<file path="src/rtl/debounce_multi.sv">
`default_nettype none
// ============================================================================
// debounce_multi : N-channel button debouncer (sync, hysteresis, edges, hold)
// Rev 1.0
// ============================================================================
module debounce_multi #(
  parameter int CHANNELS       = 4,
  parameter int CLK_FREQ       = 12000000,
  parameter int SAMPLE_HZ      = 200,
  parameter int DEPTH          = 8,
  parameter int ACTIVE_LOW     = 0,
  parameter int HOLD_SAMPLES   = 100,
  parameter int REPEAT_SAMPLES = 20
) (
  input  logic                clk,
  input  logic                rst,
  input  logic [CHANNELS-1:0] btn_in,
  output logic [CHANNELS-1:0] btn_db,
  output logic [CHANNELS-1:0] btn_rise,
  output logic [CHANNELS-1:0] btn_fall,
  output logic [CHANNELS-1:0] btn_hold,
  output logic                sample_tick
);

  localparam int DIV    = CLK_FREQ / SAMPLE_HZ;
  localparam int TICK_W = (DIV > 1) ? $clog2(DIV) : 1;
  localparam int HMAX   = (HOLD_SAMPLES > REPEAT_SAMPLES) ? HOLD_SAMPLES : REPEAT_SAMPLES;
  localparam int HC_W   = (HMAX > 0) ? $clog2(HMAX + 1) : 1;
  localparam int RELOAD = (HOLD_SAMPLES > REPEAT_SAMPLES) ? (HOLD_SAMPLES - REPEAT_SAMPLES) : 0;

  localparam logic [TICK_W-1:0]   TICK_LAST  = TICK_W'(DIV - 1);
  localparam logic [HC_W-1:0]     HOLD_VAL   = HC_W'(HOLD_SAMPLES);
  localparam logic [HC_W-1:0]     RELOAD_VAL = HC_W'(RELOAD);
  localparam logic [CHANNELS-1:0] POL        = (ACTIVE_LOW != 0) ? '1 : '0;

  // --------------------------------------------------------------------------
  // Shared sample tick
  // --------------------------------------------------------------------------
  logic [TICK_W-1:0] tick_cnt;

  always_ff @(posedge clk or posedge rst) begin
    if (rst) begin
      tick_cnt    <= '0;
      sample_tick <= 1'b0;
    end else begin
      sample_tick <= (tick_cnt == TICK_LAST);
      tick_cnt    <= (tick_cnt == TICK_LAST) ? '0 : tick_cnt + TICK_W'(1);
    end
  end

  // --------------------------------------------------------------------------
  // Two-flop synchroniser; flops reset to the released raw level
  // --------------------------------------------------------------------------
  logic [CHANNELS-1:0] sync1;
  logic [CHANNELS-1:0] sync2;
  logic [CHANNELS-1:0] lvl;

  always_ff @(posedge clk or posedge rst) begin
    if (rst) begin
      sync1 <= POL;
      sync2 <= POL;
    end else begin
      sync1 <= btn_in;
      sync2 <= sync1;
    end
  end

  assign lvl = sync2 ^ POL;

  // --------------------------------------------------------------------------
  // Sample window: the oldest of DEPTH samples is shifted out before it is
  // ever examined, so only DEPTH-1 past samples are stored and the current
  // synchronised level completes the window.
  // --------------------------------------------------------------------------
  logic [DEPTH-2:0]    hist     [CHANNELS];
  logic [DEPTH-1:0]    window   [CHANNELS];
  logic [HC_W-1:0]     hold_cnt [CHANNELS];
  logic [HC_W-1:0]     hold_inc [CHANNELS];
  logic [CHANNELS-1:0] set_now;
  logic [CHANNELS-1:0] clr_now;

  always_comb begin
    set_now = '0;
    clr_now = '0;
    for (int c = 0; c < CHANNELS; c++) begin
      window[c]   = {hist[c], lvl[c]};
      hold_inc[c] = hold_cnt[c] + HC_W'(1);
      set_now[c]  = sample_tick & ~btn_db[c] & (&window[c]);
      clr_now[c]  = sample_tick &  btn_db[c] & ~(|window[c]);
    end
  end

  // --------------------------------------------------------------------------
  // Debounced level, edge pulses and hold/repeat per channel
  // --------------------------------------------------------------------------
  always_ff @(posedge clk or posedge rst) begin
    if (rst) begin
      btn_db   <= '0;
      btn_rise <= '0;
      btn_fall <= '0;
      btn_hold <= '0;
      for (int c = 0; c < CHANNELS; c++) begin
        hist[c]     <= '0;
        hold_cnt[c] <= '0;
      end
    end else begin
      btn_rise <= set_now;
      btn_fall <= clr_now;
      btn_hold <= '0;
      for (int c = 0; c < CHANNELS; c++) begin
        if (sample_tick) begin
          hist[c] <= window[c][DEPTH-2:0];
        end

        if (set_now[c]) begin
          btn_db[c] <= 1'b1;
        end else if (clr_now[c]) begin
          btn_db[c] <= 1'b0;
        end

        // A releasing tick suppresses any hold pulse on the fall cycle.
        if (HOLD_SAMPLES == 0 || !btn_db[c] || btn_rise[c] || clr_now[c]) begin
          hold_cnt[c] <= '0;
        end else if (sample_tick && hold_cnt[c] != HOLD_VAL) begin
          if (hold_inc[c] == HOLD_VAL) begin
            btn_hold[c] <= 1'b1;
            hold_cnt[c] <= (REPEAT_SAMPLES > 0) ? RELOAD_VAL : HOLD_VAL;
          end else begin
            hold_cnt[c] <= hold_inc[c];
          end
        end
      end
    end
  end

endmodule
`default_nettype wire

</file>
<file path="config.mk">
export PLATFORM = sky130hd
export DESIGN_NAME = debounce_multi
export DESIGN_NICKNAME = d
export VERILOG_FILES = /design/src/rtl/debounce_multi.sv
export SDC_FILE = /design/constraint.sdc
export NUM_CORES = 1
export LEC_CHECK = 0
export CAP_MARGIN = 20
export CORE_MARGIN = 3
export CORE_UTILIZATION = 45
export DETAILED_ROUTE_END_ITERATION = 12
export PLACE_DENSITY_LB_ADDON = 0.15
export RECOVER_POWER = 50
export SLEW_MARGIN = 10
export SYNTH_ARGS = -nofsm -noshare
export SYNTH_HDL_FRONTEND = slang
export SYNTH_SLANG_ARGS = --single-unit
</file>
<file path="constraint.sdc">
create_clock -name clk -period 4.15 [get_ports clk]
set_input_delay 1.245 -clock clk [delete_from_list [all_inputs] [get_ports clk]]
set_output_delay 1.245 -clock clk [all_outputs]
set_load 0.005 [all_outputs]
</file>
==> results of run 1 <==
[worst max-delay path by stage]
stage                 from     endpoint  slack [ns]
2_1_floorplan          rst    btn_db[0]        0.37
3_3_place_gp           rst  btn_hold[2]        1.61
4_1_cts          btn_db[0]    btn_db[0]        1.58
6_report         btn_db[0]    btn_db[0]        1.62
3_5_place_dp           rst  btn_fall[2]        1.58
5_1_grt        btn_rise[1]  btn_rise[1]        1.54
[Yosys cell counts (4+ instances only)]
library cell	instances	area [sq um]
a21oi_1	11	55.05
and3_1	6	37.54
dfrtp_1	97	2427
ha_1	9	112.6
inv_1	23	86.33
mux2_2	24	270.3
nand2_1	33	123.9
nand3_1	16	80.08
nand3b_1	4	30.03
nand4_1	16	100.1
nor2_1	46	172.7
nor3_1	11	55.05
nor4_1	4	25.02
o21ai_0	12	60.06
xnor2_1	12	105.1
xor2_1	10	87.58
[cell families (layout without fill, tap and decap cells)]
| logic type | count (synthesis) | in the layout |
|---|---|---|
| adders and majority gates | 9 | 9 |
| buffers and inverters | 32 | 65 |
| DFF | 97 | 97 |
| muxes | 26 | 26 |
| xor gates and xnor gates | 22 | 22 |
| and+or+nand+nor | 164 | 164 |
| AOI/OAI and AO/OA | 46 | 46 |
[routing by layer]
layer | GRT usage (%) | up-vias | routed length, um
li1 | - | 1454 | -
met1 | 18.37 | 1398 | 3379
met2 | 23.40 | 24 | 3435
met3 | 3.538 | 10 | 175
met4 | 5.793 | 0 | 80
met5 | 0 | - | 0
[final cells by class]
cell class,instances,area (sq um),share of cell area [%]
multi-input combinational,267,1760,35.83
tap,129,161.4,3.285
clock buffer,10,137.6,2.801
sequential,97,2429,49.43
clock inverter,6,90.09,1.833
inverter,23,88.84,1.808
timing repair buffer,26,246.5,5.017
[where the power goes]
part	leakage, nW	internal [mW]	switching (mW)
combinational	0.699	0.00469	0.0184
sequential	1.32	0.948	0.00210
clock	0.113	0.358	0.320
[metrics by stage]
step / util (%) / cell area (sq um) / hold slack, ns
after floorplan: - / 4324 / 0.3312
after global placement: 50.50 / 4688 / 0.3360
after detailed placement: 50.55 / 4693 / 0.3362
after CTS: 53.01 / 4921 / 0.3574
after global routing: 52.92 / 4913 / 0.3710
final: 52.92 / 4913 / 0.3542
==> results.json, run 1 <==
{
  "status": "finished clean",
  "synthToLayoutAreaGrowth_pct": 13.63,
  "dieArea_sq_mm": 0.01082,
  "max-slew-margin-rel_pct": 56.15,
  "p_total_mw": 1.652,
  "rows": 35,
  "start_util_pct": 46.58,
  "die_h_um": 104.0,
  "synth_cells": 396,
  "grt_pass1_vias": 2911,
  "fin_crit_sh_pct": 60.91,
  "path_cells": "clkdlybuf4s50_1",
  "drc": 0,
  "crit_cells": 1,
  "skew_ns": 0.007236,
  "crit_path_top_delay_cell": "clkdlybuf4s50_1",
  "drv_slew": 0,
  "synth_cell_types": 52,
  "holdBufCountCts": 0,
  "htreeDepth": 3,
  "die-width_um": 104.0,
  "cts_tree": "built",
  "finalWorstSetupSlack_ns": 1.622,
  "ys_seq_elements": 97,
  "critical-path-top-delay-family": "buffers and inverters",
  "hold_path.class": "reg -> reg",
  "vias_per_cell": 5.172,
  "grt_use_total_pct": 14.34,
  "vias": 2886,
  "cp_max_fo": 5,
  "synth_top_family_by_area": "simple AND/OR/NAND/NOR gates",
  "hold_depth": 0,
  "synth_xor_area_share_pct": 4.456,
  "finalHoldViolCount": 0,
  "irDropWorstVdd_mv": 0.1513,
  "synth_mux_area_share_pct": 6.713,
  "synthAdderAreaFrac_pct": 2.604,
  "syn-num-nets": 411,
  "clkTransAtPathRegs_ns": 0.09,
  "antenna_found_initial": 0,
  "synth_compound_area_share_pct": 7.234,
  "place_congestion": 0.7921,
  "portBuffers": 22,
  "placedCellCount": 542,
  "synthSimpleGateAreaFrac_pct": 19.85,
  "core_area_sq_mm": 0.009284,
  "worst_pin_slew_ns": 0.6527,
  "r2r-start": "sample_tick",
  "cp_slowest_stage_delay_ns": 0.52,
  "largestRegisters": "hist x28, hold_cnt x28, tick_cnt x16",
  "r2r_setup_slack_ns": 1.95,
  "rsz0062_at_grt": "false",
  "place_ws_ns": 1.585,
  "clk_latency_ns": 0.35,
  "crit_arrival_ns": 1.28,
  "setup_viol": 0,
  "cts.sinks": 97,
  "cts_resized": 0,
  "final_nets": 439,
  "hold_end": "lvl[0]",
  "period_minus_slack_ns": 2.528,
  "syn-cell-area_sq_mm": 0.004324,
  "dr.pass1.iters": 4,
  "rr_worst_depth": 6,
  "diodes": 0,
  "p_per_area_mw_per_mm2": 336.1,
  "wirelength_um": 7071,
  "finalSetupTns_ns": 0,
  "crit_type": "reg -> out",
  "rr_endpoint": "btn_hold[3]",
  "async_flop_share_pct": 100.0,
  "wl_per_cell_um": 12.67,
  "cp_data_required_time_ns": 2.90,
  "end_kind": "primary output",
  "drive_gt1_share_pct": 12.59,
  "clock_path_buffers": 2,
  "fill_cells": 844,
  "final_cell_mix": "96 x dfrtp_1, 46 x nor2_1, 33 x nand2_1",
  "grt_max_degree": 54,
  "fmax_mhz": 395.6,
  "grt_pass1_wl_um": 12900,
  "ys.flop_type": "dfrtp_1",
  "first_iter_violations": 99,
  "grt-ovfl-total": 0,
  "cp_num_buf_inv": 1,
  "synth-seq-area-share_pct": 56.13,
  "ioPinCount": 23,
  "min_from": "sync1[0]",
  "final_common_cell": "dfrtp_1",
  "startpoint_type": "flip-flop",
  "post_cts_buffers": 0,
  "post-dp-hpwl_um": 4806,
  "synth_edf_count": 0,
  "antenna_left": 0,
  "instances_no_fill": 558,
  "leakage_nw": 2.133,
  "cts_buffers": 9,
  "ys_warn_count": 0,
  "avgSynthCellArea_sq_um": 10.92,
  "cap_violations": 0,
  "clock-root-buffer": "clkbuf_8"
}
No activity file was read; power rests on OpenSTA's default activity.
==> inputs of run 2 (changes only) <==
==> constraint.sdc (replaced) <==
create_clock -name clk -period 2.52 [get_ports clk]
set_input_delay 0.756 -clock clk [delete_from_list [all_inputs] [get_ports clk]]
set_output_delay 0.756 -clock clk [all_outputs]
set_load 0.005 [all_outputs]
==> results.json, run 2 (synthesis results as in run 1) <==
{
  "status": "finished clean",
  "final_nets": 441,
  "place_ws_ns": 0.5789,
  "post-dp-hpwl_um": 4954,
  "cts_buffers": 9,
  "antenna_found_initial": 0,
  "wirelength_um": 7216,
  "clock_path_buffers": 2,
  "ioPinCount": 23,
  "skew_ns": 0.01613,
  "place_congestion": 0.7970,
  "path_cells": "clkdlybuf4s50_1",
  "end_kind": "primary output",
  "rows": 35,
  "wl_per_cell_um": 12.91,
  "hold_depth": 0,
  "multi_input_area_sq_mm": 0.001767,
  "start_util_pct": 46.58,
  "die_h_um": 104.0,
  "crit_path_top_delay_cell": "dfrtp_1",
  "vias_per_cell": 5.258,
  "core_area_sq_mm": 0.009284,
  "fin_crit_sh_pct": 91.20,
  "cts_tree": "built",
  "vias": 2939,
  "largestRegisters": "hist x28, hold_cnt x28, tick_cnt x16",
  "crit_type": "reg -> out",
  "setup_viol": 0,
  "final_cell_mix": "97 x dfrtp_1, 46 x nor2_1, 33 x nand2_1",
  "antenna_left": 0,
  "clk_latency_ns": 0.36,
  "hold_path.class": "reg -> reg",
  "portBuffers": 22,
  "cp_data_required_time_ns": 1.76,
  "crit_cells": 1,
  "first_iter_violations": 137,
  "dpl-instance-area_sq_mm": 0.004736,
  "critical-path-top-delay-family": "flip-flops",
  "drc": 0,
  "grt_max_degree": 57,
  "diodes": 0,
  "worst_pin_slew_ns": 0.7367,
  "grt-ovfl-total": 0,
  "htreeDepth": 3,
  "cp_num_buf_inv": 1,
  "fmax_mhz": 435.1,
  "crit_arrival_ns": 1.54,
  "rr_worst_depth": 5,
  "cts_resized": 0,
  "grt_pass1_wl_um": 12970,
  "final_common_cell": "dfrtp_1",
  "rsz0062_at_grt": "false",
  "irDropWorstVdd_mv": 0.2951,
  "fill_cells": 880,
  "finalWorstSetupSlack_ns": 0.2218,
  "holdWs_ns": 0.3530,
  "die-width_um": 104.0,
  "cts.sinks": 97,
  "post_cts_buffers": 0,
  "seq_area_sq_mm": 0.002427,
  "drv_slew": 0,
  "period_minus_slack_ns": 2.298,
  "dr.pass1.iters": 4,
  "max-slew-margin-rel_pct": 50.89,
  "holdBufCountCts": 0,
  "finalSetupTns_ns": 0,
  "finalHoldViolCount": 0,
  "cp_slowest_stage_delay_ns": 0.60,
  "dieArea_sq_mm": 0.01082,
  "cp_max_fo": 13,
  "fin_area_sq_mm": 0.004873,
  "clock-root-buffer": "clkbuf_8",
  "leakage_nw": 2.113,
  "drive_gt1_share_pct": 12.56,
  "synthToLayoutAreaGrowth_pct": 12.70,
  "p_per_area_mw_per_mm2": 512.1,
  "cap_violations": 0,
  "grt_pass1_vias": 2950,
  "startpoint_type": "flip-flop",
  "clkTransAtPathRegs_ns": 0.10,
  "grt_use_total_pct": 14.37
}
## run 2: where the power goes
| group | leakage (nW) | total (mW) | internal (mW) | switching, mW |
|---|---|---|---|---|
| Clock | 0.0854 | 0.894 | 0.383 | 0.511 |
| Combinational | 0.705 | 0.0369 | 0.00689 | 0.0300 |
| Sequential | 1.32 | 1.56 | 1.56 | 0.00319 |
| Total | 2.11 | 2.50 | 1.95 | 0.544 |
## run 2: cell type report
type	count	area share [%]
multi-input cells	267	36.25
repair buffers	28	5.315
inverters	23	1.797
clock inverters	4	0.6162
flip-flops and latches	97	49.81
well taps	129	3.312
clock buffers	11	2.901
## run 2: metal layers
layer	wire length (um)	global-route usage, %	up-vias
met5	0	0	-
met2	3520	23.82	35
met4	82	4.084	0
met1	3414	18.19	1457
met3	199	4.531	8
li1	-	-	1439
## run 2: path summary, 6_finish.rpt
path | from | end | slack [ns]
worst max-delay path | sample_tick | sample_tick | 0.22
worst min-delay path | sync1[0] | lvl[0] | 0.35
worst max register to register | sample_tick | hold_cnt[4] | 0.29
worst min register to register | sync1[0] | lvl[0] | 0.35
max in group asynchronous | rst | hist[7] | 0.51
min in group asynchronous | rst | sample_tick | 0.86
## run 2: metrics by stage
step / std cells / total power [mW] / util, %
finish: 559 / 2.496 / 52.49
global route: 559 / 2.602 / 52.49
CTS: 559 / 2.558 / 52.86
detailed placement: 544 / 1.644 / 51.01
global placement: 544 / 1.644 / 51.01
floorplan: 396 / 1.618 / -
==> inputs of run 3 (changes only) <==
--- a/config.mk
+++ b/config.mk
@@ -7,7 +7,7 @@
 export LEC_CHECK = 0
 export CAP_MARGIN = 20
 export CORE_MARGIN = 3
-export CORE_UTILIZATION = 45
+export CORE_UTILIZATION = 55
 export DETAILED_ROUTE_END_ITERATION = 12
 export PLACE_DENSITY_LB_ADDON = 0.15
 export RECOVER_POWER = 50
==> results.json, run 3 (synthesis results as in run 1) <==
{
  "start_util_pct": 58.06,
  "hold_path.class": "reg -> reg",
  "grt_pass1_vias": 2922,
  "rows": 31,
  "vias_per_cell": 5.487,
  "clk_latency_ns": 0.35,
  "post-dp-hpwl_um": 4875,
  "antenna_found_initial": 0,
  "setup_viol": 0,
  "post_cts_buffers": 0,
  "cp_data_required_time_ns": 1.76,
  "crit_path_top_delay_cell": "dfrtp_1",
  "rr_worst_depth": 6,
  "drive_gt1_share_pct": 12.12,
  "p_comb_share_pct": 1.4,
  "grt_util_met1_pct": 24.24,
  "crit_type": "reg -> out",
  "clock_path_buffers": 2,
  "grt-ovfl-total": 0,
  "drc": 0,
  "worst_pin_slew_ns": 1.258,
  "cp_num_buf_inv": 1,
  "ioPinCount": 23,
  "fmax_mhz": 433.2,
  "crit_arrival_ns": 1.55,
  "diodes": 0,
  "rsz0062_at_grt": "false",
  "crit_start": "sample_tick",
  "clkPwrFrac_pct": 37.7,
  "max-slew-margin-rel_pct": 16.12,
  "vias": 2897,
  "die_h_um": 94.67,
  "final_cell_mix": "97 x dfrtp_1, 46 x nor2_1, 33 x nand2_1",
  "irDropWorstVdd_mv": 0.3427,
  "finalSetupTns_ns": 0,
  "htreeDepth": 3,
  "final_common_cell": "dfrtp_1",
  "grt_max_degree": 98,
  "holdWs_ns": 0.3567,
  "cts.sinks": 97,
  "final_nets": 439,
  "clkTransAtPathRegs_ns": 0.08,
  "place_congestion": 0.8044,
  "wl_per_cell_um": 13.59,
  "grtUsageMet3_pct": 3.506,
  "intPower_mw": 2.053,
  "finalWorstSetupSlack_ns": 0.2118,
  "period_minus_slack_ns": 2.308,
  "fin_crit_sh_pct": 91.60,
  "dpl-instance-area_sq_mm": 0.004671,
  "place_ws_ns": 0.4957,
  "clock-root-buffer": "clkbuf_8",
  "finalHoldViolCount": 0,
  "synthToLayoutAreaGrowth_pct": 12.09,
  "antenna_left": 0,
  "crit_cells": 1,
  "p_total_mw": 2.571,
  "die-width_um": 94.67,
  "status": "finished clean",
  "cp_slowest_stage_delay_ns": 0.61,
  "min_from": "sync1[2]",
  "portBuffers": 22,
  "fin_area_sq_mm": 0.004847,
  "cts_buffers": 9,
  "grtUsageMet2_pct": 29.24,
  "holdBufCountCts": 0,
  "p_seq_share_pct": 60.9,
  "startpoint_type": "flip-flop",
  "rr_endpoint": "btn_hold[2]",
  "leakage_nw": 2.120,
  "cts_resized": 0,
  "cap_violations": 0,
  "grt_pass1_wl_um": 12790,
  "p_per_area_mw_per_mm2": 530.4,
  "swShare_pct": 20.16,
  "grt_use_total_pct": 18.14,
  "power_switching_mw": 0.5182,
  "cts_tree": "built",
  "critical-path-top-delay-family": "flip-flops",
  "drv_slew": 0,
  "cp_max_fo": 12,
  "r2r_setup_slack_ns": 0.49,
  "end_kind": "primary output",
  "r2r-start": "sample_tick",
  "dieArea_sq_mm": 0.008962,
  "skew_ns": 0.01165,
  "first_iter_violations": 134,
  "grt-busiest-layer": "met2",
  "dr.pass1.iters": 4,
  "path_cells": "clkdlybuf4s50_1",
  "crit_end": "sample_tick",
  "core_area_sq_mm": 0.007447,
  "wirelength_um": 7176,
  "largestRegisters": "hist x28, hold_cnt x28, tick_cnt x16"
}
run 3: cell count changes in the layout (fill, tap and decap cells not counted), sizes merged:
cell | previous run | this run
clkinv | 3 | 2
clkinvlp | 2 | 1
bufinv | 0 | 1
run 3: area by class of cell:
class	instances	area, sq um
Clock buffer	13	148.9
Clock inverter	3	40.04
Fill cell	623	2600
Inverter	23	90.09
Multi-Input combinational cell	267	1767
Sequential cell	97	2427
Tap cell	99	123.9
Timing Repair Buffer	26	250.2
run 3: power groups by stage:
stage	sequential, mW	combinational [mW]	clock, mW
3_5_place_dp	1.60	0.0435	0
4_1_cts	1.57	0.0434	1.01
5_1_grt	1.57	0.0431	1.08
6_report	1.56	0.0357	0.970
3_3_place_gp	1.60	0.0434	0
2_1_floorplan	1.60	0.0234	0
run 3: metal layers:
metal  share of wire, %  vias to the layer above
met4                1.2                        0
met1                 50                     1418
met3                3.2                        6
met2                 45                       38
li1                   -                     1435
met5                  0                        -
run 3: worst min-delay path by stage:
stage	to	slack, ns	cells after the start
detailed placement	lvl[2]	0.34	0
global placement	lvl[2]	0.33	0
CTS	lvl[2]	0.36	0
finish	lvl[2]	0.36	0
floorplan	lvl[0]	0.33	0
global route	lvl[2]	0.36	0
run 3: per-stage QoR:
stage	std cells	utilization, %
2_1_floorplan	396	-
3_3_place_gp	512	62.72
3_5_place_dp	512	62.72
4_1_cts	528	65.26
5_1_grt	528	65.09
6_report	528	65.09
